File: src/rtl/laplace_pkg.sv
// Shared widths, result payload and the saturate/abs reduction for the Laplacian pipe.
package laplace_pkg;

  localparam int unsigned PIX_W   = 8;
  localparam int unsigned SUM_W   = 9;
  localparam int unsigned NB_W    = 10;
  localparam int unsigned DIFF_W  = 11;
  localparam int unsigned PIX_MAX = 255;

  typedef struct packed {
    logic             sat;
    logic [PIX_W-1:0] pix;
  } pix_res_t;

  // Reduce a signed difference to a pixel; negatives clamp to 0 or fold to |d|.
  function automatic pix_res_t sat_pix(input logic signed [DIFF_W-1:0] d,
                                       input logic                     abs_en);
    pix_res_t                  r;
    logic signed [DIFF_W-1:0]  mag;
    r   = '0;
    mag = d[DIFF_W-1] ? -d : d;
    if (d[DIFF_W-1] && !abs_en) begin
      r.sat = 1'b1;
      r.pix = '0;
    end else if (mag > $signed(DIFF_W'(PIX_MAX))) begin
      r.sat = 1'b1;
      r.pix = PIX_W'(PIX_MAX);
    end else begin
      r.pix = mag[PIX_W-1:0];
    end
    return r;
  endfunction

endpackage

File: src/rtl/laplace_kernel_pipe_add8.sv
// 8-bit adder with optional OR-approximated LSBs (APPROX_ADD_EN); exact a+b+cin otherwise.
module approx_add8
  import laplace_pkg::*;
#(
  parameter int unsigned APPROX_BITS = 1
) (
  input  logic [PIX_W-1:0] a_i,
  input  logic [PIX_W-1:0] b_i,
  input  logic             cin_i,
  output logic [PIX_W-1:0] s_o,
  output logic             cout_o
);

`ifdef APPROX_ADD_EN
  localparam bit APPROX_EN = 1'b1;
`else
  localparam bit APPROX_EN = 1'b0;
`endif

  localparam int unsigned LOW_BITS = APPROX_EN ? APPROX_BITS : 0;

  if (LOW_BITS == 0) begin : g_exact
    assign {cout_o, s_o} = SUM_W'(a_i) + SUM_W'(b_i) + SUM_W'(cin_i);
  end else begin : g_approx
    localparam int unsigned HI_W = PIX_W - LOW_BITS + 1;
    logic [HI_W-1:0] hi;
    // Low bits are a|b and never carry; only the upper slice ripples.
    assign hi     = HI_W'(a_i[PIX_W-1:LOW_BITS]) + HI_W'(b_i[PIX_W-1:LOW_BITS])
                  + HI_W'(cin_i);
    assign s_o    = {hi[HI_W-2:0], a_i[LOW_BITS-1:0] | b_i[LOW_BITS-1:0]};
    assign cout_o = hi[HI_W-1];
  end

endmodule

File: src/rtl/laplace_kernel_pipe.sv
// 3-stage 4-neighbour Laplacian (4C - N - S - E - W) with valid/ready on both sides.
// Build option: APPROX_ADD_EN selects the approximate S1 neighbour adders.
module laplace_kernel_pipe
  import laplace_pkg::*;
#(
  parameter int unsigned APPROX_BITS = 1,
  parameter int unsigned ABS_OUT     = 0
) (
  input  logic             clk,
  input  logic             rst_n,
  input  logic             in_valid,
  output logic             in_ready,
  input  logic [PIX_W-1:0] pix_n,
  input  logic [PIX_W-1:0] pix_s,
  input  logic [PIX_W-1:0] pix_e,
  input  logic [PIX_W-1:0] pix_w,
  input  logic [PIX_W-1:0] pix_c,
  output logic             out_valid,
  input  logic             out_ready,
  output logic [PIX_W-1:0] out_pix,
  output logic             out_sat
);

  logic              v1_q, v1_d, v2_q, v2_d, v3_q, v3_d;
  logic [SUM_W-1:0]  ns_q, ns_d, ew_q, ew_d;
  logic [NB_W-1:0]   c4a_q, c4a_d, c4b_q, c4b_d, nb_q, nb_d;
  logic [PIX_W-1:0]  pix_q, pix_d;
  logic              sat_q, sat_d;

  logic              rdy1, rdy2, rdy3;
  logic [SUM_W-1:0]  ns_c, ew_c;
  logic signed [DIFF_W-1:0] diff_c;
  pix_res_t          res_c;

  // Ready ripples back so bubbles anywhere in the pipe collapse.
  assign rdy3     = ~v3_q | out_ready;
  assign rdy2     = ~v2_q | rdy3;
  assign rdy1     = ~v1_q | rdy2;
  assign in_ready = rdy1;

  approx_add8 #(.APPROX_BITS(APPROX_BITS)) u_add_ns (
    .a_i(pix_n), .b_i(pix_s), .cin_i(1'b0), .s_o(ns_c[PIX_W-1:0]), .cout_o(ns_c[PIX_W])
  );

  approx_add8 #(.APPROX_BITS(APPROX_BITS)) u_add_ew (
    .a_i(pix_e), .b_i(pix_w), .cin_i(1'b0), .s_o(ew_c[PIX_W-1:0]), .cout_o(ew_c[PIX_W])
  );

  assign diff_c = $signed({1'b0, c4b_q}) - $signed({1'b0, nb_q});
  assign res_c  = sat_pix(diff_c, ABS_OUT != 0);

  // Each stage loads only on its own transfer; otherwise it holds.
  always_comb begin
    v1_d  = v1_q;
    v2_d  = v2_q;
    v3_d  = v3_q;
    ns_d  = ns_q;
    ew_d  = ew_q;
    c4a_d = c4a_q;
    c4b_d = c4b_q;
    nb_d  = nb_q;
    pix_d = pix_q;
    sat_d = sat_q;

    if (rdy1) v1_d = in_valid;
    if (in_valid && rdy1) begin
      ns_d  = ns_c;
      ew_d  = ew_c;
      c4a_d = {pix_c, 2'b00};
    end

    if (rdy2) v2_d = v1_q;
    if (v1_q && rdy2) begin
      nb_d  = NB_W'(ns_q) + NB_W'(ew_q);
      c4b_d = c4a_q;
    end

    if (rdy3) v3_d = v2_q;
    if (v2_q && rdy3) begin
      pix_d = res_c.pix;
      sat_d = res_c.sat;
    end
  end

  always_ff @(posedge clk or negedge rst_n) begin
    if (!rst_n) begin
      v1_q  <= 1'b0;
      v2_q  <= 1'b0;
      v3_q  <= 1'b0;
      ns_q  <= '0;
      ew_q  <= '0;
      c4a_q <= '0;
      c4b_q <= '0;
      nb_q  <= '0;
      pix_q <= '0;
      sat_q <= 1'b0;
    end else begin
      v1_q  <= v1_d;
      v2_q  <= v2_d;
      v3_q  <= v3_d;
      ns_q  <= ns_d;
      ew_q  <= ew_d;
      c4a_q <= c4a_d;
      c4b_q <= c4b_d;
      nb_q  <= nb_d;
      pix_q <= pix_d;
      sat_q <= sat_d;
    end
  end

  assign out_valid = v3_q;
  assign out_pix   = pix_q;
  assign out_sat   = sat_q;

endmodule

File: config.mk
export PLATFORM = sky130hd
export DESIGN_NAME = laplace_kernel_pipe
export DESIGN_NICKNAME = d
export VERILOG_FILES = /design/src/rtl/laplace_pkg.sv /design/src/rtl/laplace_kernel_pipe_add8.sv /design/src/rtl/laplace_kernel_pipe.sv
export SDC_FILE = /design/constraint.sdc
export NUM_CORES = 1
export LEC_CHECK = 0
export ABC_AREA = 1
export CELL_PAD_IN_SITES_DETAIL_PLACEMENT = 0
export CELL_PAD_IN_SITES_GLOBAL_PLACEMENT = 1
export CORE_MARGIN = 2
export CORE_UTILIZATION = 44
export CTS_CLUSTER_SIZE = 16
export DETAILED_ROUTE_END_ITERATION = 6
export PLACE_DENSITY_LB_ADDON = 0.25
export SYNTH_ARGS = -nofsm -noshare
export SYNTH_HDL_FRONTEND = slang
export SYNTH_HIERARCHICAL = 1
export SYNTH_SLANG_ARGS = --single-unit
export TNS_END_PERCENT = 1
File: constraint.sdc
create_clock -name clk -period 4 [get_ports clk]
set_input_delay 0.4 -clock clk [delete_from_list [all_inputs] [get_ports clk]]
set_output_delay 0.4 -clock clk [all_outputs]
set_load 0.05 [all_outputs]
# Yosys cells after proc, flatten, opt, wreduce, memory -nomap -nowiden
# Cells that the tools add are included.
# totals
out_inout_bits	11
elab_cells	29
in_bits	44
reg_bits	56
# classes
reduce_logical	3
addsub	5
muxes	4
magnitude_cmp	1
bitwise	6
# ops
operator	count
adder 8 x 8 -> 9 bit	2
> comparator 11 x 9 -> 1 bit, second input constant	1
two-way mux 11 bit	1
negation 11 bit	1
subtractor 10 x 10 -> 11 bit	1
adder 9 x 9 -> 10 bit	1
two-way mux 9 bit	1
two-way mux 8 bit	1
logical AND 1 bit	3
NOT 1 bit	3
bitwise OR 1 bit	3
two-way mux 1 bit	1

# Depth between registers and ports, before layout
# depth
word_depth	6
depth_mapped	19
ltp_nobuf	19

# Cells and area by module
# The synthesis kept the hierarchy.
# by_module_without_submodules
mod	area_each_um2	instances	cells_per_inst	seq_area_each_um2
laplace_kernel_pipe	3139.3	1	378	1401.3
approx_add8 at u_add_ew	384.1	1	59	0.0
approx_add8 at u_add_ns	351.6	1	59	0.0

# Worst setup path before layout
# No wires, ideal clock.
# synth_path
path_kind	flip-flop to flip-flop
startpoint	register v3_q (netlist: out_valid)
endpoint	register ew_q[0]
stages_incl_launch_ff	7
path_slack_ns	1.659
arrival_ns	2.216
required_ns	3.875
setup_ns	0.125
period_less_slack_ns	2.341
path_buffers	1
cell_sequence	dfrtp_1 nand2_1 nor2_1 nand2_1 nand2_1 buf_2 mux2_2
# synth_via
elab_chain_cells	5
# synth_lines
element	line_no	text
start, declared	laplace_kernel_pipe.sv:24	logic v1_q, v1_d, v2_q, v2_d, v3_q, v3_d;
start signal, assigned	laplace_kernel_pipe.sv:100	v3_q <= v3_d;
NOT 1 bit	laplace_kernel_pipe.sv:36	assign rdy3 = ~v3_q | out_ready;
bitwise OR 1 bit	laplace_kernel_pipe.sv:36	
bitwise OR 1 bit	laplace_kernel_pipe.sv:37	assign rdy2 = ~v2_q | rdy3;
bitwise OR 1 bit	laplace_kernel_pipe.sv:38	assign rdy1 = ~v1_q | rdy2;
named net in_ready	laplace_kernel_pipe.sv:12	output logic in_ready,
logical AND 1 bit	laplace_kernel_pipe.sv:66	if (in_valid && rdy1) begin
end signal, assigned	laplace_kernel_pipe.sv:102	ew_q <= ew_d;
end, declared	laplace_kernel_pipe.sv:25	logic [SUM_W-1:0] ns_q, ns_d, ew_q, ew_d;
# The timed path passes the listed nets, and every way through them passes these cells.
# A chain may end at the register's enable or synchronous reset.

# Final worst setup path
# layout_path
startpoint	input port out_ready
endpoint	output port in_ready
# layout_via
elab_chain_cells	3
# layout_lines
element	line_no	text
start, declared	laplace_kernel_pipe.sv:19	input logic out_ready,
bitwise OR 1 bit	laplace_kernel_pipe.sv:36	
bitwise OR 1 bit	laplace_kernel_pipe.sv:37	
bitwise OR 1 bit	laplace_kernel_pipe.sv:38	
end, declared	laplace_kernel_pipe.sv:12	
# Every way passes these cells.

==> impl_metrics.env <==
export IMPL_outcome="finished, final reports clean"
export IMPL_cp_end_kind="primary output"
export IMPL_hold_path_class="input pin to asynchronous set/reset pin"
export IMPL_pre_cts_slack_ps=1429
export IMPL_vias=3163
export IMPL_antenna_cells=0
export IMPL_async_flop_share=1.000
export IMPL_period_needed_ps=2359
export IMPL_grt_ovfl_total=0
export IMPL_final_nets=636
export IMPL_regArea_sq_um=1401
export IMPL_synth_top_family_by_area="simple AND/OR/NAND/NOR gates"
export IMPL_synth_edff_count=0
export IMPL_clockBufferDepth=2
export IMPL_required_ps=3600
export IMPL_routed_wl_um=7275
export IMPL_area_delta_synth_final_pct=19.76
export IMPL_die_x_um=97.85
export IMPL_cts_tree="yes"
export IMPL_viasPerCell=4.764
export IMPL_dpl_hpwl_um=6010
export IMPL_holdWs_ps=473.6
export IMPL_power_density_nw_per_um2=706.6
export IMPL_start_kind="input pin"
export IMPL_track_usage=0.1699
export IMPL_synth_compound_area_share=0.06910
export IMPL_drtPass1Iterations=4
export IMPL_grt_pass1_vias=3351
export IMPL_numCtsBuffers=5
export IMPL_rsz0062_at_grt="false"
export IMPL_portBuffers=54
export IMPL_post_route_drc_count=0
export IMPL_drtIter0Drc=67
export IMPL_synthXorXnorAreaFrac=0.02002
export IMPL_fin_setup_tns_ps=0
export IMPL_slew_violations=0
export IMPL_numClockSinks=56
export IMPL_rows=34
export IMPL_synth_simple_area_share=0.2954
export IMPL_die_height_um=97.85
export IMPL_ir_drop_uv=195.7
export IMPL_io_pins=55
export IMPL_power_leakage_nw=2.423
export IMPL_grt_antenna_before_repair=0
export IMPL_clk_pin_slew_ps=100
export IMPL_grt_start_max_net_pins=47
export IMPL_synthAdderAreaFrac=0.1292
export IMPL_finalCritPeriodShare=0.5899
export IMPL_worstSetupPathType="input pin to primary output"
export IMPL_initial_utilization=0.4487
export IMPL_post_cts_repair_setup_buffers=0
export IMPL_wl_per_cell_um=10.96
export IMPL_finalSetupViolations=0
export IMPL_critPathMaxFanout=4
export IMPL_synth_seq_cells=56
export IMPL_ys_warn_count=6
export IMPL_worstPathArrival_ps=1960
export IMPL_skew_ps=8.698
export IMPL_grt_pass1_wl_um=13720
export IMPL_fill_cells=859
export IMPL_max_slew_margin=0.5376
export IMPL_netlist_area_sq_um=3875
export IMPL_clkLatencyLatePin_ps=310
export IMPL_synth_distinct_cells=34
export IMPL_syn_area_per_cell_sq_um=7.812
export IMPL_postRouteAntennaNets=0
export IMPL_cap_violations=0
export IMPL_synthFlopType="dfrtp_1"
export IMPL_dieArea_sq_um=9574
export IMPL_fin_ws_ps=1641
export IMPL_root_buffer="clkbuf_8"
export IMPL_htree_levels=2
export IMPL_gp_congestion=0.7917
export IMPL_max_slew_worst_pin_slew_ps=692.0
export IMPL_ys_seq_area_frac=0.3616
export IMPL_max_freq_mhz=423.8
export IMPL_reg2reg_slack_ps=1810
export IMPL_drive_gt1_frac=0.1205
export IMPL_multi_input_area_sq_um=2178
export IMPL_muxShareOfSynthArea=0.04650
export IMPL_synth_cells=496
export IMPL_hold_viol_final=0
export IMPL_core_area_sq_um=8636
path summary, 6_finish.rpt:
kind,depth (start not counted),to,start
max,6,in_ready,out_ready
min,2,c4a_q[2],rst_n
max reg2reg,17,out_pix[2],c4b_q[5]
min reg2reg,2,out_pix[1],out_pix[1]
max in group asynchronous,3,ew_q[8],rst_n
min in group clk,2,out_pix[1],out_pix[1]
logic make-up after synthesis:
kind of cell	after synthesis
and+or+nand+nor	249
buffers and inverters	79
DFF	56
AOI/OAI and AO/OA	50
adders and majority gates	37
muxes	16
xor gates and xnor gates	8
other	1
worst max-delay path: stages:
cell	delay, ps
clkdlybuf4s50_1	450
inv_1	40
nand2_1	100
nor2_1	70
nand2_1	90
clkdlybuf4s50_1	810
cells in the final DEF, fill, tap and decap left out, drive strengths merged:
cell type	n
dfrtp	56
clkdlybuf4s50	53
inv	74
o22ai	2
xnor2	3
o21bai	1
a21oi	27
dlygate4sd3	1
clkinv	2
clkbuf	5
buf	3
fa	5
a31oi	1
conb	2
nand4	2
a41oi	1
nand3b	7
xor2	5
ha	32
nor3	1
or2	4
nor2	37
o21ai	18
nand3	28
mux2	16
nand2	170
cells in the mapped netlist, types with 3 or more instances:
library cell,count,area share
nand2_2,12,0.019
nor2_2,3,0.0048
mux2_2,16,0.046
fa_1,5,0.026
inv_1,64,0.062
nor2_1,32,0.031
ha_1,32,0.10
nand3_2,3,0.0077
dfrtp_1,56,0.36
xor2_1,4,0.0090
clkbuf_1,4,0.0039
o21ai_0,18,0.023
nand2_4,3,0.0087
nand3b_1,5,0.0097
nand2_1,155,0.15
a21oi_1,27,0.035
inv_2,9,0.0087
xnor2_1,3,0.0068
nand3_1,24,0.031
where the power goes:
group	switching [W]	internal, W	total (W)	leakage, nW
Combinational	0.00132	0.000783	0.00210	1.71
Sequential	0.000103	0.000759	0.000862	0.661
Clock	0.000189	0.000126	0.000315	0.0485
Total	0.00161	0.00167	0.00328	2.42
routing by layer:
metal	global-route usage	vias to the layer above	routed length, um
met4	0.05556	0	81
met1	0.1880	1434	3232
li1	-	1683	-
met5	0	-	0
met3	0.02219	6	186
met2	0.3314	40	3775
registers in the layout (all words and copies together) (netlist names):
signal,count
v1_q,1
out_pix,8
v2_q,1
c4a_q,8
out_valid,1
nb_q,10
ew_q,9
c4b_q,8
out_sat,1
ns_q,9
stage by stage:
step | area (sq um) | instances | utilization | power (W)
finish | 4641 | 664 | 0.5374 | 0.003279
global route | 4641 | 664 | 0.5374 | 0.003689
CTS | 4641 | 664 | 0.5374 | 0.003325
detailed placement | 4539 | 655 | 0.5256 | 0.002996
global placement | 4539 | 655 | 0.5256 | 0.002951
floorplan | 3879 | 497 | - | 0.002509
area by class of cell:
class,count,share of cell area
Clock inverter,3,0.004853
Timing Repair Buffer,57,0.1208
Sequential cell,56,0.3020
Multi-Input combinational cell,362,0.4694
Tap cell,108,0.02912
Inverter,73,0.05905
Clock buffer,5,0.01483
timing repair:
item	4_1_cts	5_1_grt
hold buffers	1	0
hold endpoints to repair	10	0
resized for setup	0	0
Note: power is estimated with default switching activity, not from simulation.
